===== src/rtl/pq_client.sv =====
// ---------------------------------------------------------------------------
// pq_client
// Streaming best-K selector that drives an external priority queue of depth K.
// Candidates arrive on a valid/ready stream; the client keeps the K smallest
// tags in the queue (evicting the current largest when a smaller tag arrives).
// After the candidate flagged last, it drains the queue smallest-first onto
// the result stream.
//
// Handshake: a candidate transfers on a rising clk_in edge where
// cand_valid_in && cand_ready_out. cand_ready_out is high only in IDLE.
// The result stream has no backpressure: res_valid_out is a one-cycle pulse.
//
// Ports
//   clk_in, rst_in          clock, asynchronous active-low reset
//   cand_*                  candidate stream (data, tag, last)
//   q_enq/deq_*_out         one-cycle requests to the queue, enq payload
//   q_valid/data/tag_in     queue dequeue response (one cycle after request)
//   q_max_tag_in            queue's scanned maximum tag
//   res_*                   ascending result stream, res_last_out on final
//   busy_out, err_out       not-IDLE, sticky response timeout
//   stat_*_out              insert / drop / eviction counters (saturating)
//   state_dbg_out           current FSM state encoding
//
// Build option: define PQ_CLIENT_STATS_EN to enable the statistics counters;
// otherwise stat_*_out are tied to zero.
// ---------------------------------------------------------------------------
module pq_client #(
  parameter int DATA_WIDTH = 32,
  parameter int TAG_WIDTH  = 32,
  parameter int K          = 8
) (
  input  logic                  clk_in,
  input  logic                  rst_in,
  input  logic                  cand_valid_in,
  output logic                  cand_ready_out,
  input  logic [DATA_WIDTH-1:0] cand_data_in,
  input  logic [TAG_WIDTH-1:0]  cand_tag_in,
  input  logic                  cand_last_in,
  output logic                  q_enq_out,
  output logic                  q_deq_smallest_out,
  output logic                  q_deq_largest_out,
  output logic [DATA_WIDTH-1:0] q_enq_data_out,
  output logic [TAG_WIDTH-1:0]  q_enq_tag_out,
  input  logic                  q_valid_in,
  input  logic [DATA_WIDTH-1:0] q_data_in,
  input  logic [TAG_WIDTH-1:0]  q_tag_in,
  input  logic [TAG_WIDTH-1:0]  q_max_tag_in,
  output logic                  res_valid_out,
  output logic [DATA_WIDTH-1:0] res_data_out,
  output logic [TAG_WIDTH-1:0]  res_tag_out,
  output logic                  res_last_out,
  output logic                  busy_out,
  output logic                  err_out,
  output logic [15:0]           stat_acc_out,
  output logic [15:0]           stat_drop_out,
  output logic [15:0]           stat_evict_out,
  output logic [2:0]            state_dbg_out
);

  localparam int CW  = $clog2(K) + 1;
  localparam int SW  = $clog2(K + 2) + 1;
  localparam int TMO = 4 * K;
  localparam int WW  = $clog2(TMO) + 1;
  localparam logic [CW-1:0] K_C         = CW'(K);
  localparam logic [CW-1:0] CNT_ONE     = CW'(1);
  localparam logic [SW-1:0] SETTLE_LOAD = SW'(K + 1);
  localparam logic [WW-1:0] WAIT_LAST   = WW'(TMO - 1);

  typedef enum logic [2:0] {
    S_IDLE       = 3'd0,
    S_SETTLE     = 3'd1,
    S_EVICT_WAIT = 3'd2,
    S_INSERT     = 3'd3,
    S_DRAIN_REQ  = 3'd4,
    S_DRAIN_WAIT = 3'd5,
    S_DONE       = 3'd6
  } state_t;

  state_t                state_q, state_d;
  logic [CW-1:0]         cnt_q, cnt_d;
  logic [SW-1:0]         settle_q, settle_d;
  logic [WW-1:0]         wait_q, wait_d;
  logic                  drain_q, drain_d;
  logic                  err_q, err_d;
  logic                  ready_q, ready_d;
  logic                  enq_q, enq_d;
  logic                  deqs_q, deqs_d;
  logic [DATA_WIDTH-1:0] cand_data_q, cand_data_d;
  logic [TAG_WIDTH-1:0]  cand_tag_q, cand_tag_d;
  logic                  res_valid_q, res_valid_d;
  logic                  res_last_q, res_last_d;
  logic [DATA_WIDTH-1:0] res_data_q, res_data_d;
  logic [TAG_WIDTH-1:0]  res_tag_q, res_tag_d;

  logic accept_w, full_w, evict_w;

  assign accept_w = cand_valid_in && ready_q;
  assign full_w   = (cnt_q == K_C);
  // Eviction request is issued in the accept cycle itself so that it never
  // overlaps EVICT_WAIT; strict '<' makes a tie with the current max a drop.
  assign evict_w  = accept_w && full_w && (cand_tag_in < q_max_tag_in);

  always_comb begin
    state_d     = state_q;
    cnt_d       = cnt_q;
    settle_d    = settle_q;
    wait_d      = wait_q;
    drain_d     = drain_q;
    err_d       = err_q;
    cand_data_d = cand_data_q;
    cand_tag_d  = cand_tag_q;
    res_valid_d = 1'b0;
    res_last_d  = 1'b0;
    res_data_d  = res_data_q;
    res_tag_d   = res_tag_q;
    case (state_q)
      S_IDLE: begin
        if (accept_w) begin
          if (cand_last_in) drain_d = 1'b1;
          if (!full_w) begin
            cand_data_d = cand_data_in;
            cand_tag_d  = cand_tag_in;
            cnt_d       = cnt_q + CNT_ONE;
            state_d     = S_INSERT;
          end else if (evict_w) begin
            cand_data_d = cand_data_in;
            cand_tag_d  = cand_tag_in;
            wait_d      = '0;
            state_d     = S_EVICT_WAIT;
          end else if (cand_last_in) begin
            // Dropped final candidate: queue is full, drain right away.
            state_d = S_DRAIN_REQ;
          end
        end
      end
      S_INSERT: begin
        settle_d = SETTLE_LOAD;
        state_d  = S_SETTLE;
      end
      S_SETTLE: begin
        // Give the queue K+2 cycles to rescan its max/min after a change.
        if (settle_q == '0) begin
          if (drain_q) state_d = (cnt_q == '0) ? S_DONE : S_DRAIN_REQ;
          else         state_d = S_IDLE;
        end else begin
          settle_d = settle_q - SW'(1);
        end
      end
      S_EVICT_WAIT: begin
        if (q_valid_in) begin
          state_d = S_INSERT;
        end else if (wait_q == WAIT_LAST) begin
          err_d   = 1'b1;
          cnt_d   = '0;
          drain_d = 1'b0;
          state_d = S_IDLE;
        end else begin
          wait_d = wait_q + WW'(1);
        end
      end
      S_DRAIN_REQ: begin
        wait_d  = '0;
        state_d = S_DRAIN_WAIT;
      end
      S_DRAIN_WAIT: begin
        if (q_valid_in) begin
          res_valid_d = 1'b1;
          res_data_d  = q_data_in;
          res_tag_d   = q_tag_in;
          cnt_d       = cnt_q - CNT_ONE;
          if (cnt_q == CNT_ONE) begin
            res_last_d = 1'b1;
            state_d    = S_DONE;
          end else begin
            settle_d = SETTLE_LOAD;
            state_d  = S_SETTLE;
          end
        end else if (wait_q == WAIT_LAST) begin
          err_d   = 1'b1;
          cnt_d   = '0;
          drain_d = 1'b0;
          state_d = S_IDLE;
        end else begin
          wait_d = wait_q + WW'(1);
        end
      end
      S_DONE: begin
        drain_d = 1'b0;
        state_d = S_IDLE;
      end
      default: state_d = S_IDLE;
    endcase
    // Registered outputs follow the state being entered.
    ready_d = (state_d == S_IDLE);
    enq_d   = (state_d == S_INSERT);
    deqs_d  = (state_d == S_DRAIN_REQ);
  end

  always_ff @(posedge clk_in or negedge rst_in) begin
    if (!rst_in) begin
      state_q     <= S_IDLE;
      cnt_q       <= '0;
      settle_q    <= '0;
      wait_q      <= '0;
      drain_q     <= 1'b0;
      err_q       <= 1'b0;
      ready_q     <= 1'b0;
      enq_q       <= 1'b0;
      deqs_q      <= 1'b0;
      cand_data_q <= '0;
      cand_tag_q  <= '0;
      res_valid_q <= 1'b0;
      res_last_q  <= 1'b0;
      res_data_q  <= '0;
      res_tag_q   <= '0;
    end else begin
      state_q     <= state_d;
      cnt_q       <= cnt_d;
      settle_q    <= settle_d;
      wait_q      <= wait_d;
      drain_q     <= drain_d;
      err_q       <= err_d;
      ready_q     <= ready_d;
      enq_q       <= enq_d;
      deqs_q      <= deqs_d;
      cand_data_q <= cand_data_d;
      cand_tag_q  <= cand_tag_d;
      res_valid_q <= res_valid_d;
      res_last_q  <= res_last_d;
      res_data_q  <= res_data_d;
      res_tag_q   <= res_tag_d;
    end
  end

  assign cand_ready_out     = ready_q;
  assign q_enq_out          = enq_q;
  assign q_deq_smallest_out = deqs_q;
  assign q_deq_largest_out  = evict_w;
  assign q_enq_data_out     = cand_data_q;
  assign q_enq_tag_out      = cand_tag_q;
  assign res_valid_out      = res_valid_q;
  assign res_data_out       = res_data_q;
  assign res_tag_out        = res_tag_q;
  assign res_last_out       = res_last_q;
  assign busy_out           = (state_q != S_IDLE);
  assign err_out            = err_q;
  assign state_dbg_out      = state_q;

`ifdef PQ_CLIENT_STATS_EN
  logic        drop_w;
  logic [15:0] acc_q, acc_d, drop_q, drop_d, evict_q, evict_d;

  assign drop_w = accept_w && full_w && !evict_w;

  always_comb begin
    acc_d   = (enq_d   && acc_q   != 16'hFFFF) ? acc_q   + 16'd1 : acc_q;
    drop_d  = (drop_w  && drop_q  != 16'hFFFF) ? drop_q  + 16'd1 : drop_q;
    evict_d = (evict_w && evict_q != 16'hFFFF) ? evict_q + 16'd1 : evict_q;
  end

  always_ff @(posedge clk_in or negedge rst_in) begin
    if (!rst_in) begin
      acc_q   <= '0;
      drop_q  <= '0;
      evict_q <= '0;
    end else begin
      acc_q   <= acc_d;
      drop_q  <= drop_d;
      evict_q <= evict_d;
    end
  end

  assign stat_acc_out   = acc_q;
  assign stat_drop_out  = drop_q;
  assign stat_evict_out = evict_q;
`else
  assign stat_acc_out   = 16'd0;
  assign stat_drop_out  = 16'd0;
  assign stat_evict_out = 16'd0;
`endif

endmodule

===== config.mk =====
export PLATFORM = sky130hd
export DESIGN_NAME = pq_client
export DESIGN_NICKNAME = d
export VERILOG_FILES = /design/src/rtl/pq_client.sv
export SDC_FILE = /design/constraint.sdc
export NUM_CORES = 1
export LEC_CHECK = 0
export CAP_MARGIN = 15
export CORE_ASPECT_RATIO = 0.9
export CORE_MARGIN = 2
export CORE_UTILIZATION = 35
export DETAILED_ROUTE_END_ITERATION = 7
export GPL_TIMING_DRIVEN = 0
export MAX_ROUTING_LAYER = met4
export PLACE_DENSITY = 0.76
export SYNTH_ARGS = -nofsm -noshare
export SYNTH_HDL_FRONTEND = slang
export SYNTH_SLANG_ARGS = --single-unit

===== constraint.sdc =====
create_clock -name clk_in -period 4.3 [get_ports clk_in]
set_input_delay 0.86 -clock clk_in [delete_from_list [all_inputs] [get_ports clk_in]]
set_output_delay 0.86 -clock clk_in [all_outputs]
set_load 0.05 [all_outputs]

======== Word level (Yosys, flattened, before mapping) ========
Cells that the tools add are included.
word-level totals
  register bits after elaboration ......... 153
  input port bits ......................... 165
  output and inout port bits .............. 187
  word-level logic and storage cells ...... 107
cells by class
  add/sub/neg operators ................... 4
  order comparisons ....................... 1
  equality and inequality tests ........... 24
  muxes and demuxes ....................... 42
  bitwise operators ....................... 1
  reduce and logical (&&, ||, !) cells .... 20
operators with widths
  kind                                                                    count
  32-bit 2-to-1 mux                                                       4
  32-bit < comparator                                                     1
  3-bit 2-to-1 mux                                                        10
  6-bit 2-to-1 mux                                                        5
  2-bit != test (second input constant)                                   12
  4-bit 2-to-1 mux                                                        5
  3-bit case mux with 6 select lines                                      1
  6-bit case mux with 3 select lines                                      1
  5-bit 2-to-1 mux                                                        3
  5-bit case mux with 3 select lines                                      1
  3-bit nonzero test                                                      5
  3-bit equality test (second input constant)                             4
  4-bit case mux with 3 select lines                                      1
  3-bit by 2-bit equality test with 1-bit output (second input constant)  3
  1-bit 2-to-1 mux                                                        9
  4-bit AND reduction                                                     2
  6-bit by 1-bit adder with 6-bit output (second input constant)          1
  6-bit by 5-bit equality test with 1-bit output (second input constant)  1
  3-bit zero test                                                         2
  3-bit AND reduction                                                     2
  6-bit AND reduction                                                     1
  5-bit zero test                                                         1
  5-bit AND reduction                                                     1
  5-bit by 1-bit subtractor with 5-bit output (second input constant)     1
  other kinds (13)                                                        15

======== Longest topological paths before layout ========
Gate-level depths: netlist (run 1).
  depth after elaboration ................. 8
  gate-level depth with buffers ........... 11
  depth with buffers taken out ............ 9

======== Worst setup path after synthesis (run 1) ========
No wires, ideal clock.
  kind .................................... input to output
  start point ............................. input port q_max_tag_in[13]
  end point ............................... output port q_deq_largest_out
  data arrival time ....................... 3.090 ns
  data required time ...................... 3.440 ns
  path slack .............................. 0.350 ns
  stages .................................. 7
  path buffers ............................ 0
  cell sequence ........................... inv_1 -> ha_1 -> a21o_1 -> a21o_1 -> a221o_1 -> a22o_2 -> nor3_1
on the way
  longest elaborated chain between the ends .. 2
ends and longest elaborated chain
  what                 RTL line  text
  start: declaration   47        input logic [TAG_WIDTH-1:0] q_max_tag_in,
  32-bit < comparator  101       assign evict_w = accept_w && full_w && (cand_tag_in < q_max_tag_in);
  1-bit logical AND    101
  end: declaration     41        output logic q_deq_largest_out,
Every way passes these cells.

======== Final worst setup path (run 1) ========
  start point ............................. input port q_max_tag_in[30]
  end point ............................... output port q_deq_largest_out
The elaborated chain is that of the path after synthesis.

==> results of run 1 <==
## cells in the mapped netlist, types with 2 or more instances
library cell / n
o31ai_1: 3
o211ai_1: 3
a21oi_1: 22
a31oi_1: 2
or3_1: 4
nand2b_1: 4
nor2_1: 12
a21o_1: 6
o21a_1: 2
buf_4: 48
ha_1: 37
dfrtp_1: 153
a21boi_0: 3
and3_1: 3
and2_1: 4
mux2i_1: 2
mux2_4: 60
nor3b_1: 4
nand3_1: 7
clkbuf_1: 12
nand2_1: 211
inv_1: 44
buf_12: 6
nor3_1: 9
nand4_1: 4
nand3b_1: 2
a211oi_1: 2
mux2_2: 4
buf_1: 4
a211o_1: 2
o21ai_0: 15
## stage by stage
step / utilization / instances / TNS (ns) / worst slack, ns / hold WS, ns
after CTS: 0.5527 / 1392 / 0 / 0.01149 / 0.4756
after detailed placement: 0.5216 / 1361 / -0.2669 / -0.2669 / 0.4482
after global routing: 0.5525 / 1392 / 0 / 0.1680 / 0.4919
after global placement: 0.5202 / 1360 / -615.38 / -4.041 / 0.4468
after floorplan: - / 766 / 0 / 0.3498 / 0.4608
final: 0.5525 / 1392 / 0 / 0.3259 / 0.4665
## path summary, 6_finish.rpt
path,slack (ns),end,start
setup / recovery,0.33,q_deq_largest_out,q_max_tag_in[30]
hold / removal,0.47,q_enq_data_out[10],rst_in
min in group clk_in,0.47,err_out,err_out
setup reg to reg,1.83,cnt_q[3],cnt_q[0]
max in group asynchronous,2.97,res_tag_out[27],rst_in
hold reg to reg,0.47,err_out,err_out
## worst max-delay path, cell delays in order
cell and delay (ns):
clkdlybuf4s50_1 0.46, inv_1 0.05, ha_1 0.32, a21oi_1 0.16
nand2_1 0.07, a221oi_1 0.30, o211ai_1 0.27, nor3_1 0.28
clkbuf_2 0.33
## per-layer routing
| layer | vias to the layer above | wire length, um |
|---|---|---|
| met1 | 2985 | 8752 |
| li1 | 3031 | - |
| met4 | 0 | 283 |
| met3 | 19 | 904 |
| met5 | - | 0 |
| met2 | 190 | 10850 |
## sequential cells by signal (all words and copies together) (netlist names), 3 cells and up
signal          cells
cnt_q               4
q_enq_data_out     32
q_enq_tag_out      32
res_data_out       32
res_tag_out        32
settle_q            5
state_dbg_out       3
wait_q              6
## power breakdown
group	switching [mW]	internal (mW)
sequential	0.370	2.07
combinational	3.23	2.00
clock	0.631	1.09
## area by class of cell
class | count | area, um2 | share of cell area
plain buffers | 72 | 556.8 | 0.04686
clock inverters | 14 | 245.2 | 0.02064
inverters | 44 | 165.2 | 0.01390
multi-input cells | 497 | 3239 | 0.2726
well taps | 291 | 364.1 | 0.03064
clock buffers | 17 | 425.4 | 0.03580
repair buffers | 304 | 3057 | 0.2573
flip-flops and latches | 153 | 3829 | 0.3222
## cell usage in the layout, fill, tap and decap left out, drive strengths merged, types with 2 or more instances in the layout
master / count
clkdlybuf4s50: 301
nand2: 211
dfrtp: 153
mux2: 64
buf: 62
conb: 48
inv: 47
ha: 37
clkbuf: 30
a21oi: 22
o21ai: 15
nor2: 13
nor3: 9
nand3: 7
a21o: 6
bufinv: 6
nand4: 5
nand2b: 4
or3: 4
and2: 4
nor3b: 4
clkinvlp: 4
o211ai: 3
and3: 3
a21boi: 3
o31ai: 3
a211oi: 2
o21a: 2
nand3b: 2
a211o: 2
mux2i: 2
a31oi: 2
## logic make-up (layout without fill, tap and decap cells)
family	after synthesis	after routing	share of synthesized area
fa+ha+maj	37	37	0.06080
compound gates	74	74	0.06294
other cells	1	48	0.0004925
simple gates	272	272	0.1512
flops	153	153	0.5029
buf+inv	116	451	0.09482
mux	66	66	0.1269
## what timing repair did
item,4_1_cts,5_1_grt
hold endpoints to repair,0,0
endpoints found under the setup margin,1,1
resized for setup,2,2
==> qor.txt, run 1 <==
min Tclk post-route: 3.974 ns
RSZ-0062 raised after global routing: no
largest net degree at the start of global routing: 78
WL final: 20790 um
post-synthesis register bit count: 153
Overall Power: 9.398 mW
largest cells by area after synthesis: dfrtp_1 50%, mux2_4 12%, nand2_1 10%
Syn-to-layout area delta: 56.06%
CTS Root Cell: clkbuf_16
register area share after synthesis: 0.5029
Initial Utilization: 0.3540
met2 Use GR: 0.3208
chip width: 159.5 um
TritonCTS Sinks: 153
worst skew pair latency: 0.41 ns
number of remaining DRC errors: 0
Antenna Violating Nets Remaining: 0
Worst Path Required: 3.44 ns
PortBufs: 303
status: finished clean
Syn Inst Count: 719
final net count: 1291
Worst-Margin Slew: 0.7445 ns
number of placed I/O pins: 352
Worst Setup Path Type: in -> out
Fillers: 1844
vias in the first global route: 6235
Primary FF master, synth: dfrtp_1
deepest clock path buffer count: 2
clock skew: 0.008751 ns
dpl cell area: 11220 um2
initial DRC count: 284
Initial DRT Pass Iterations: 6
final hold violations: 0
synthesized area: 7614 um2
P_leak: 5.726 nW
number of distinct library cells after synthesis: 56
CP Max Fanout: 3
# rows: 51
startpoint types: input port
area leader, netlist: dfrtp_1
worst r2r path cells: 9
number of CTS-inserted buffers: 17
Reg clk slew, reported paths: 0.07 ns
DR vias: 6225
share of the synthesized area in the top cell type: 0.5029
ant diodes: 0
GR peak layer: met2
Final period util: 0.9242
Vias/cell: 4.472
max-cap viol count: 0
CTS tree: yes
H-tree Lvls: 4
Post-synth ARST share: 1.000
count of final max-slew check failures: 0
number of post-CTS setup repair buffers: 0
half-perimeter wire length after placement: 15890 um
total grt overflow: 0
Core ar.: 21500 um2
Worst IR Drop VDD: 0.0004440 V
Die ar.: 22950 um2
finished layout cell area: 11880 um2
cts hold-fix bufs: 0
Worst Hold Class: in -> async
fmax: 251.6 MHz
layout cells sized above 1: 0.1444
met1 usage: 0.2204
Synth Area per Inst: 10.59 um2
Pwr per Cell Area: 791.0 nW/um2
total global-route track usage: 0.1845
initial antenna violation count: 0
Die Ht: 143.9 um
crit path capture type: output pin
number of synthesized flops with an enable pin: 0
first-pass GRT wire length: 32530 um
worst path arrival time: 3.11 ns
Ys Warns: 0
global placer's final weighted congestion: 0.8219
final setup vio count: 0
WL/cell: 14.93 um
met3 Resource Use GR: 0.03810
Slew headroom: 0.5037
Power figures use the tool's default switching activity.
==> run 2, diff against run 1 <==
--- a/config.mk
+++ b/config.mk
@@ -5,14 +5,15 @@
 export SDC_FILE = /design/constraint.sdc
 export NUM_CORES = 1
 export LEC_CHECK = 0
-export CAP_MARGIN = 15
+export CAP_MARGIN = 20
 export CORE_ASPECT_RATIO = 0.9
 export CORE_MARGIN = 2
 export CORE_UTILIZATION = 35
 export DETAILED_ROUTE_END_ITERATION = 7
+export DONT_BUFFER_PORTS = 1
 export GPL_TIMING_DRIVEN = 0
 export MAX_ROUTING_LAYER = met4
-export PLACE_DENSITY = 0.76
+export PLACE_DENSITY = 0.55
 export SYNTH_ARGS = -nofsm -noshare
 export SYNTH_HDL_FRONTEND = slang
 export SYNTH_SLANG_ARGS = --single-unit
==> constraint.sdc (replaced) <==
create_clock -name clk_in -period 4.42 [get_ports clk_in]
set_input_delay 0.884 -clock clk_in [delete_from_list [all_inputs] [get_ports clk_in]]
set_output_delay 0.884 -clock clk_in [all_outputs]
set_load 0.05 [all_outputs]
==> qor.txt, run 2 (synthesis gave the netlist of run 1 again) <==
number of placed I/O pins: 352
Overall Power: 7.635 mW
reg2reg end: cnt_q[2]
CTS tree: yes
PortBufs: 0
number of post-CTS setup repair buffers: 0
fmax: 268.3 MHz
Vias/cell: 4.516
Die Ht: 143.9 um
Slew headroom: 0.3714
Worst Hold Class: in -> async
total grt overflow: 0
startpoint types: input port
Worst Path Required: 3.54 ns
vias in the first global route: 4562
WL/cell: 16.16 um
final hold violations: 0
Fillers: 2120
global placer's final weighted congestion: 0.7677
largest net degree at the start of global routing: 154
ant diodes: 0
final setup vio count: 0
Worst-Margin Slew: 0.9377 ns
layout cells sized above 1: 0.1945
H-tree Lvls: 4
half-perimeter wire length after placement: 13140 um
TritonCTS Sinks: 153
Reg clk slew, reported paths: 0.06 ns
total global-route track usage: 0.1510
Final period util: 0.8434
crit path capture type: output pin
CTS Root Cell: clkbuf_16
number of remaining DRC errors: 0
deepest clock path buffer count: 2
max-cap viol count: 0
Initial DRT Pass Iterations: 4
clock skew: 0.009824 ns
first-pass GRT wire length: 26210 um
initial antenna violation count: 0
number of CTS-inserted buffers: 17
Pwr per Cell Area: 873.7 nW/um2
Worst Setup Path Type: in -> out
Setup TNS: 0 ns
Core ar.: 21500 um2
P_leak: 4.517 nW
Max stage delay on crit path: 0.72 ns
worst r2r path cells: 8
cts hold-fix bufs: 0
count of final max-slew check failures: 0
Worst IR Drop VDD: 0.0003057 V
final net count: 987
RSZ-0062 raised after global routing: no
worst skew pair latency: 0.41 ns
Die ar.: 22950 um2
Util after Layout: 0.4064
chip width: 159.5 um
DR vias: 4913
worst r2r src: state_dbg_out[2]
# rows: 51
commonest non-fill, non-tap cell in the layout: nand2_1
flop2flop setup slack: 1.43 ns
initial DRC count: 282
Syn-to-layout area delta: 14.77%
slowest CP cell: nor3_2
Antenna Violating Nets Remaining: 0
worst path arrival time: 2.84 ns
Initial Utilization: 0.3540
most frequent cells in the layout: 211 x nand2_1, 153 x dfrtp_1, 60 x mux2_4
cells resized by post-CTS repair: 0
CP Max Fanout: 3
min Tclk post-route: 3.728 ns
status: finished clean
worst path cell trace: inv_1 -> ha_1 -> a21oi_1 -> o21ai_0 -> a221o_1 -> a22o_2 -> nor3_2
WL final: 17580 um
run 2: cell types whose count changed in the layout (fill, tap and decap cells not counted):
cell             previous run  this run
clkbuf_1                   12        14
inv_6                       3         2
buf_16                      1         0
nor3_2                      0         1
clkinvlp_4                  4         3
buf_6                       2         1
clkinv_2                    0         2
clkbuf_8                    0         2
clkdlybuf4s50_1           301         0
clkbuf_2                    1         0
bufinv_16                   6         2
nor3_1                      9         8
run 2: final cells by class:
type	count	area, um2	share of cell area
well taps	291	364.1	0.04167
plain buffers	72	556.8	0.06372
flip-flops and latches	153	3829	0.4381
inverters	44	165.2	0.01890
clock inverters	10	118.9	0.01360
multi-input cells	497	3244	0.3713
clock buffers	21	460.4	0.05269
run 2: per-layer routing:
layer	wire, um	global-route usage	part of all wire
met1	7229	0.1853	0.41
met2	8827	0.2342	0.50
met3	1333	0.05426	0.076
met4	189	0.04641	0.011
met5	0	-	0
run 2: worst max path at each step:
stage / startpoint / to / cells after the start
floorplan: q_max_tag_in[13] / q_deq_largest_out / 7
global placement: q_max_tag_in[11] / q_deq_largest_out / 7
detailed placement: q_max_tag_in[11] / q_deq_largest_out / 7
CTS: q_max_tag_in[11] / q_deq_largest_out / 7
global route: q_max_tag_in[30] / q_deq_largest_out / 7
finish: q_max_tag_in[11] / q_deq_largest_out / 7
run 2: critical path, delay by kind of cell:
kind	cells	cell delay, ns
AO/OA/AOI/OAI	4	0.96
AND/OR/NAND/NOR	1	0.72
adder cells (fa/ha/maj)	1	0.27
buffers and inverters	1	0.02
run 2: power by group:
part / total (mW) / switching [mW] / internal (mW) / leakage [nW]
sequential: 4.42 / 2.44 / 1.98 / 1.93
combinational: 1.77 / 0.838 / 0.934 / 2.31
clock: 1.44 / 0.582 / 0.862 / 0.276
run 2: through the flow:
step	std cells	hold WS (ns)	area, um2	setup slack (ns)
floorplan	766	0.4608	7790	0.4218
CTS	1088	0.1360	8738	0.6549
global placement	1057	0.4920	8154	0.1537
detailed placement	1057	0.4927	8159	0.6595
finish	1088	0.1634	8738	0.6923
global route	1088	0.1239	8738	0.5438
